<file path="src/rtl/arb_pkg.sv">
// rtl/arb_pkg.sv - shared types and encodings for the button arbiter
// Purpose: FSM state type, character action encodings and button bit
//          indices shared between the arbiter and the character FSM.
// Ports:   none (package).
package arb_pkg;

  typedef enum logic [1:0] {
    IDLE  = 2'b00,
    OWN0  = 2'b01,
    OWN1  = 2'b10,
    DRAIN = 2'b11
  } arb_state_t;

  // Character action encoding, identical to the character FSM's own.
  localparam logic [1:0] ACT_STAND = 2'b00;
  localparam logic [1:0] ACT_JUMP  = 2'b01;
  localparam logic [1:0] ACT_DIVE  = 2'b10;
  localparam logic [1:0] ACT_RUN   = 2'b11;

  // Bit positions inside a 3-bit button vector.
  localparam int BTN_JUMP = 2;
  localparam int BTN_RUN  = 1;
  localparam int BTN_DIVE = 0;

endpackage

</file>
<file path="src/rtl/turn_counter.sv">
// rtl/turn_counter.sv - saturating turn-length counter
// Purpose: counts cycles of the current turn, saturating at TURN_CYCLES-1.
// Ports:   clk     - system clock, rising edge
//          reset   - asynchronous active-low reset
//          clear   - synchronous clear to 0 (wins over enable)
//          enable  - advance the count by one, saturating
//          count   - current count
//          expired - count has reached TURN_CYCLES-1
module turn_counter #(
  parameter int TURN_CYCLES = 8,
  parameter int CNT_W       = 8
) (
  input  logic             clk,
  input  logic             reset,
  input  logic             clear,
  input  logic             enable,
  output logic [CNT_W-1:0] count,
  output logic             expired
);

  localparam logic [CNT_W-1:0] LAST = CNT_W'(TURN_CYCLES - 1);

  assign expired = (count == LAST);

  always_ff @(posedge clk or negedge reset) begin
    if (!reset) begin
      count <= '0;
    end else if (clear) begin
      count <= '0;
    end else if (enable && !expired) begin
      count <= count + 1'b1;
    end
  end

endmodule

</file>
<file path="src/rtl/button_arbiter.sv">
// rtl/button_arbiter.sv - two-player arbiter for the character action FSM
// Purpose: grants one player's buttons to the character FSM with bounded,
//          round-robin turns; handoffs wait until the character stands.
// Ports:   clk         - system clock, rising edge
//          reset       - asynchronous active-low reset
//          req         - req[i]: player i wants control
//          buttons_p0  - player 0 buttons {jump, run, dive}
//          buttons_p1  - player 1 buttons {jump, run, dive}
//          action      - current character action (stand/jump/dive/run)
//          buttons_out - buttons driven into the character FSM
//          grant       - one-hot owner, 00 when nobody owns
//          turn_cnt    - cycles elapsed in the current turn
//          draining    - waiting for stand before a handoff
module button_arbiter
  import arb_pkg::*;
#(
  parameter int TURN_CYCLES = 8,
  parameter int CNT_W       = 8
) (
  input  logic             clk,
  input  logic             reset,
  input  logic [1:0]       req,
  input  logic [2:0]       buttons_p0,
  input  logic [2:0]       buttons_p1,
  input  logic [1:0]       action,
  output logic [2:0]       buttons_out,
  output logic [1:0]       grant,
  output logic [CNT_W-1:0] turn_cnt,
  output logic             draining
);

  arb_state_t state;
  logic       last_owner;
  logic       expired;
  logic       cnt_clear;
  logic       cnt_enable;

  // The counter is held at zero outside a turn, so every entry into OWN
  // starts from 0 without needing the next-state decode.
  assign cnt_clear  = (state == IDLE) || (state == DRAIN);
  assign cnt_enable = (state == OWN0) || (state == OWN1);

  turn_counter #(
    .TURN_CYCLES(TURN_CYCLES),
    .CNT_W      (CNT_W)
  ) u_turn_counter (
    .clk    (clk),
    .reset  (reset),
    .clear  (cnt_clear),
    .enable (cnt_enable),
    .count  (turn_cnt),
    .expired(expired)
  );

  // Buttons are muted while draining so the character falls back to stand.
  always_comb begin
    buttons_out = 3'b000;
    if (!draining) begin
      if (grant == 2'b01) begin
        buttons_out = buttons_p0;
      end else if (grant == 2'b10) begin
        buttons_out = buttons_p1;
      end
    end
  end

  always_ff @(posedge clk or negedge reset) begin
    if (!reset) begin
      state      <= IDLE;
      grant      <= 2'b00;
      draining   <= 1'b0;
      last_owner <= 1'b1;
    end else begin
      case (state)
        IDLE: begin
          // On a tie, the player who did not own last goes first.
          if (req[0] && (!req[1] || last_owner)) begin
            state      <= OWN0;
            grant      <= 2'b01;
            last_owner <= 1'b0;
          end else if (req[1]) begin
            state      <= OWN1;
            grant      <= 2'b10;
            last_owner <= 1'b1;
          end
        end
        OWN0: begin
          if (!req[0] || (expired && req[1])) begin
            state    <= DRAIN;
            draining <= 1'b1;
          end
        end
        OWN1: begin
          if (!req[1] || (expired && req[0])) begin
            state    <= DRAIN;
            draining <= 1'b1;
          end
        end
        DRAIN: begin
          // grant still names the old owner; prefer the other player.
          if (action == ACT_STAND) begin
            draining <= 1'b0;
            if ((grant[0] && req[1]) || (!grant[0] && !req[0] && req[1])) begin
              state      <= OWN1;
              grant      <= 2'b10;
              last_owner <= 1'b1;
            end else if (req[0]) begin
              state      <= OWN0;
              grant      <= 2'b01;
              last_owner <= 1'b0;
            end else begin
              state <= IDLE;
              grant <= 2'b00;
            end
          end
        end
        default: begin
          state    <= IDLE;
          grant    <= 2'b00;
          draining <= 1'b0;
        end
      endcase
    end
  end

endmodule

</file>
<file path="config.mk">
export PLATFORM = sky130hd
export DESIGN_NAME = button_arbiter
export DESIGN_NICKNAME = d
export VERILOG_FILES = /design/src/rtl/arb_pkg.sv /design/src/rtl/turn_counter.sv /design/src/rtl/button_arbiter.sv
export SDC_FILE = /design/constraint.sdc
export NUM_CORES = 1
export LEC_CHECK = 0
export BUFFER_PORTS_ARGS = -buffer_cell sky130_fd_sc_hd__buf_4
export CAP_MARGIN = 20
export CORE_UTILIZATION = 35
export DETAILED_ROUTE_END_ITERATION = 10
export PLACE_DENSITY = 0.59
export SLEW_MARGIN = 40
export SYNTH_ARGS = -nofsm -noshare
export SYNTH_HDL_FRONTEND = slang
export SYNTH_SLANG_ARGS = --single-unit
export TNS_END_PERCENT = 10
</file>
<file path="constraint.sdc">
create_clock -name clk -period 2.1 [get_ports clk]
set_input_delay 0.21 -clock clk [delete_from_list [all_inputs] [get_ports clk]]
set_output_delay 0.21 -clock clk [all_outputs]
set_load 0.005 [all_outputs]
</file>
==> results of run 1 <==
report_power, final:
group	internal (mW)	total, mW	leakage (nW)	switching, mW
registers	0.368	0.467	0.176	0.0994
clock network	0.106	0.199	0.0210	0.0939
logic	0.401	0.774	0.381	0.373
total	0.875	1.44	0.578	0.566
flip-flops by register name (all words and copies together), names as in the netlist:
name and cells:
last_owner 1, state 2, u_turn_counter.count 8, draining 1, grant 2
layer usage:
metal / part of all wire, % / vias up
li1: - / 394
met1: 47 / 369
met2: 47 / 26
met3: 5.9 / 0
met4: 0 / 0
met5: 0 / -
layout make-up:
class,instances,area [um2],share of cell area (%)
multi-input combinational,74,542,45.8
sequential,14,352,29.7
timing repair buffer,26,198,16.7
tap,30,37.5,3.17
clock buffer,4,36.3,3.07
inverter,5,18.8,1.59
worst max-delay path: cells and delay by family (launching register included):
kind	cells	cell delay, ps
buffers and inverters	1	100
and+or+nand+nor	1	280
DFF	1	410
muxes	1	360
adders and majority gates	1	430
cell families (layout without fill, tap and decap cells):
logic type                 after synthesis  in the layout  share of synthesized area, %
and+or+nand+nor                         35             35                          20.9
xor gates and xnor gates                 5              5                          4.66
buffers and inverters                    9             35                          4.93
adders and majority gates                6              6                          7.99
AOI/OAI and AO/OA                       23             23                          18.1
DFF                                     14             14                          37.4
muxes                                    5              5                          5.99
worst max-delay path by stage:
stage	slack [ps]	from	end
6_report	410	state[0]$_DFFE_PN0P_	grant[1]$_DFFE_PN0P_
5_1_grt	250	state[0]$_DFFE_PN0P_	grant[1]$_DFFE_PN0P_
4_1_cts	400	state[0]$_DFFE_PN0P_	grant[1]$_DFFE_PN0P_
3_5_place_dp	410	state[0]$_DFFE_PN0P_	grant[1]$_DFFE_PN0P_
3_3_place_gp	470	state[0]$_DFFE_PN0P_	grant[1]$_DFFE_PN0P_
2_1_floorplan	560	state[0]$_DFFE_PN0P_	grant[1]$_DFFE_PN0P_
cell usage in the layout, fill, tap and decap left out, drive strengths merged, types with 4 or more instances in the layout:
master	Yosys	layout
o21ai	8	8
clkbuf	1	4
nor2	9	9
and2	6	6
a22oi	5	5
buf	3	25
dfrtp	13	13
ha	6	6
inv	5	5
nand2	7	7
==> impl_metrics.ini, run 1 <==
[setup_path]
critPathSlowestCell = ha_1
crit_path_end_kind = register
rrSetupSlack_ps = 410
start_kind = register
cp_slowest_stage_delay_ps = 430
critPathRequiredTime_ps = 2280
path_cells = inv_1 -> ha_1 -> nor2_1 -> mux2_2
r2r_end = grant[1]$_DFFE_PN0P_
path_class = register to register
crit_path_max_fanout = 13
ff2ff_path_depth = 4
r2r_start = state[0]$_DFFE_PN0P_
crit_arrival_ps = 1870

[die]
fp.dieH_um = 53.8
io-pin-count = 26
core_area_um2 = 2500
fp-row-count = 18
start_util_pct = 37.6
dieArea_um2 = 2900
chipWidth_um = 53.8

[final_layout]
syn_to_final_growth_pct = 26.0
fin_nets = 142
diodes = 0
final_cell_area_um2 = 1180
drive_above_1_share_pct = 31.7
final_util_pct = 47.3
fillerInstances = 262
post_layout_nonfiller_instances = 153

[grt]
grt_util_met1_pct = 21.4
grt_pass1_wl_um = 3190
grt_usage_pct = 15.3
antenna_found_initial = 0
grt_pass1_vias = 694
grt_max_degree = 15
gr-total-overflow = 0
busiest_layer = met2
globalRouteMet2Util_pct = 23.0
grtUsageMet3_pct = 5.93

[power_and_ir_drop]
power_mw = 1.44
max-vdd-ir-drop_mv = 0.949
powerDensity_nw_per_um2 = 1220
p_leak_nw = 0.578

[run_status]
run_status = complete, no violations

[clocking]
clk_pin_slew_ps = 90
numClockSinks = 14
clk_latency_ps = 280
cts_setup_buffers = 0
cts_hold_buf = 1
clockBufferDepth = 2
cts_tree = yes
cts_root_buffer = clkbuf_4
htreeDepth = 1
cts_resized = 0
cts_buffers = 3

[timing]
hold_viol_final = 0
min_period_ps = 1690
slew_violations = 0
fmax_mhz = 592
fin_crit_sh_pct = 80.5
relSlewSlack_pct = 78.2
worst_hold_slack_ps = 179
skew_ps = 1.36
postLayoutSetupSlackWorst_ps = 410
finalSetupViolCount = 0
rsz0062_at_grt = false
tightest_slew_ps = 327
fin_setup_tns_ps = 0

[yosys]
synth.cell_area_um2 = 940
synth.net_count = 115
ys_seq_area_share_pct = 37.4
yosys.area.top_type_share_pct = 34.6
yosysUniqueCellTypes = 40
yosys_register_bits = 14
synth.largest_area_cell = dfrtp_1
synth_area_leaders = dfrtp_1 (35%), ha_1 (8.0%), a22oi_1 (4.0%)
synth_edf_count = 0
syn_avg_cell_area_um2 = 9.69
synth_cells = 97
synth_most_common_cell = dfrtp_1
ys_warn_count = 0
yosys_most_used_dff = dfrtp_1
synthTopCellsByCount = dfrtp_1 (13), nor2_1 (8), nand2_1 (7), ha_1 (6), o21ai_0 (6)
ys_async_sr_fraction_pct = 100

[route]
avgRoutedWirePerCell_um = 12.5
drtIter0Drc = 11
vias_per_cell = 5.16
wl_um = 1920
ant_nets = 0
drc = 0
first_pass_iters = 4
dr_total_vias = 789

[run]
drv_cap = 0

[min_path]
min_from = action[0]
hold_class = input pin to register
hold_end = draining$_DFFE_PN0P_
min_path_cells = 3

[placed_design]
place.gp.congestion = 0.773
hpwlAfterDp_um = 1480
dp.cells = 148
io_buffers = 25
place_area_um2 = 1140
preCtsSetupSlack_ps = 409
(Power assumes the default switching activity.)
==> run 2, diff against run 1 <==
==> constraint.sdc (replaced) <==
create_clock -name clk -period 1.6 [get_ports clk]
set_input_delay 0.16 -clock clk [delete_from_list [all_inputs] [get_ports clk]]
set_output_delay 0.16 -clock clk [all_outputs]
set_load 0.005 [all_outputs]
==> run 2 against run 1 <==
  * Critical path depth is 2 higher
  * Clock skew up 2.8 ps
  * Design area rose by 7.3%
  * Count of clock-buffer cells in the layout unchanged
  * Global-route usage increased by 0.88 points
  * Combinational power grew 61%
  * Hold slack worse by 28 ps
  * Total power increased by 48%
  * Register-to-register slack lost 330 ps
  * Core utilization is 3.5 points higher
  * Sequential cell count stayed put
  * Non-clock buffer count up 9
==> impl_metrics.ini, run 2 (same netlist as run 1, synthesis figures left out) <==
[route]
drtIter0Drc = 24
first_pass_iters = 4
ant_nets = 0
vias_per_cell = 5.25
dr_total_vias = 851
avgRoutedWirePerCell_um = 13.0
wl_um = 2110
drc = 0

[setup_path]
critPathRequiredTime_ps = 1780
start_kind = register
crit_path_end_kind = register
crit_buf_inv = 1
r2r_end = state[0]$_DFFE_PN0P_
crit_path_max_fanout = 3
cp_top_family = flip-flops
path_cells = buf_4 -> ha_1 -> a22oi_2 -> a41oi_2 -> nor2_2 -> mux2_4
r2r_start = state[1]$_DFFE_PN0P_
rrSetupSlack_ps = 80
crit_arrival_ps = 1700
path_class = register to register
ff2ff_path_depth = 6
critPathSlowestCell = dfrtp_1
cp_slowest_stage_delay_ps = 390

[clocking]
cts_buffers = 3
htreeDepth = 1
clk_pin_slew_ps = 100
clk_latency_ps = 280
cts_root_buffer = clkbuf_4
clockBufferDepth = 2
numClockSinks = 14
cts_tree = yes

[grt]
antenna_found_initial = 0
grt_usage_pct = 16.2
gr-total-overflow = 0
grt_max_degree = 15
grt_pass1_vias = 778
grt_pass1_wl_um = 3400

[timing]
slew_violations = 0
min_period_ps = 1520
relSlewSlack_pct = 81.3
worst_hold_slack_ps = 151
fin_crit_sh_pct = 95.2
rsz0062_at_grt = false
skew_ps = 4.16
fmax_mhz = 657
finalSetupViolCount = 0
hold_viol_final = 0
fin_setup_tns_ps = 0
postLayoutSetupSlackWorst_ps = 77.2
tightest_slew_ps = 277

[placed_design]
preCtsSetupSlack_ps = 22.8
io_buffers = 25
place_area_um2 = 1200
place.gp.congestion = 0.794
hpwlAfterDp_um = 1640

[final_layout]
layout_common_cells = buf_4 (34), dfrtp_1 (11), nand2_1 (7), nor2_1 (6), o21ai_0 (5)
diodes = 0
syn_to_final_growth_pct = 35.2
top_regs = u_turn_counter.count: 8 flops, grant: 2 flops, state: 2 flops
final_common_cell = buf_4
drive_above_1_share_pct = 43.2
regMostFlops = u_turn_counter.count
fillerInstances = 242
fin_nets = 151
largest_reg_flops = 8
final_cell_area_um2 = 1270

[min_path]
hold_class = input pin to register
hold_end = draining$_DFFE_PN0P_
min_from = action[0]
min_path_cells = 3

[power_and_ir_drop]
p_leak_nw = 0.619
max-vdd-ir-drop_mv = 1.08
powerDensity_nw_per_um2 = 1680

[die]
dieArea_um2 = 2900
start_util_pct = 37.6
core_area_um2 = 2500
io-pin-count = 26
fp-row-count = 18
chipWidth_um = 53.8
fp.dieH_um = 53.8

[run]
drv_cap = 0

[run_status]
run_status = complete, no violations
## run 2: cell count changes in the layout (fill, tap and decap cells not counted), sizes merged
cell	previous run	this run
buf	25	34
## run 2: how the worst max path moves through the flow
stage                         start                   end  slack [ps]  cells past startpoint
6_report       state[1]$_DFFE_PN0P_  state[0]$_DFFE_PN0P_          80                      6
5_1_grt        grant[0]$_DFFE_PN0P_        buttons_out[1]           2                      4
4_1_cts        state[0]$_DFFE_PN0P_  state[0]$_DFFE_PN0P_           5                      6
3_5_place_dp   state[0]$_DFFE_PN0P_  state[0]$_DFFE_PN0P_          20                      6
3_3_place_gp   state[0]$_DFFE_PN0P_  grant[1]$_DFFE_PN0P_          80                      4
2_1_floorplan  state[0]$_DFFE_PN0P_  grant[1]$_DFFE_PN0P_          60                      6
## run 2: layer usage
layer / vias to the layer above / wire length [um] / GRT usage (%)
met4: 0 / 36 / 5.26
met5: - / 0 / 0
met1: 401 / 955 / 20.2
li1: 415 / - / -
met3: 4 / 100 / 5.37
met2: 31 / 1020 / 26.1
## run 2: final cells by class
cell class / instances / area, um2 / area share (%)
multi-input cells: 74 / 558 / 43.9
flip-flops and latches: 14 / 354 / 27.9
repair buffers: 35 / 265 / 20.9
well taps: 30 / 37.5 / 2.96
clock buffers: 4 / 36.3 / 2.86
inverters: 5 / 18.8 / 1.48
## run 2: tightest hold or removal path: cells and delay by family
family	cells	cell delay [ps]
compound gates	2	150
buf+inv	1	90
## run 2: report_power, final
part / internal, mW / total [mW] / leakage (nW) / switching (mW)
clock network: 0.138 / 0.269 / 0.0210 / 0.131
registers: 0.488 / 0.613 / 0.174 / 0.125
logic: 0.685 / 1.25 / 0.424 / 0.570
## run 2: what timing repair did
item | 4_1_cts | 5_1_grt
resized for setup | 1 | 9
endpoints found under the hold margin | 14 | 0
setup buffers | 0 | 1
hold buffers | 1 | 0
setup endpoints to repair | 1 | 9
pin swaps | 0 | 2
## run 2: stage by stage
stage                     std cells  total power [mW]  utilization (%)
after global placement          156              1.77             47.9
after global routing            162              2.31             50.8
final                           162              2.14             50.8
after CTS                       161              2.09             49.8
after floorplan                  97              1.33                -
after detailed placement        156              1.81             47.9
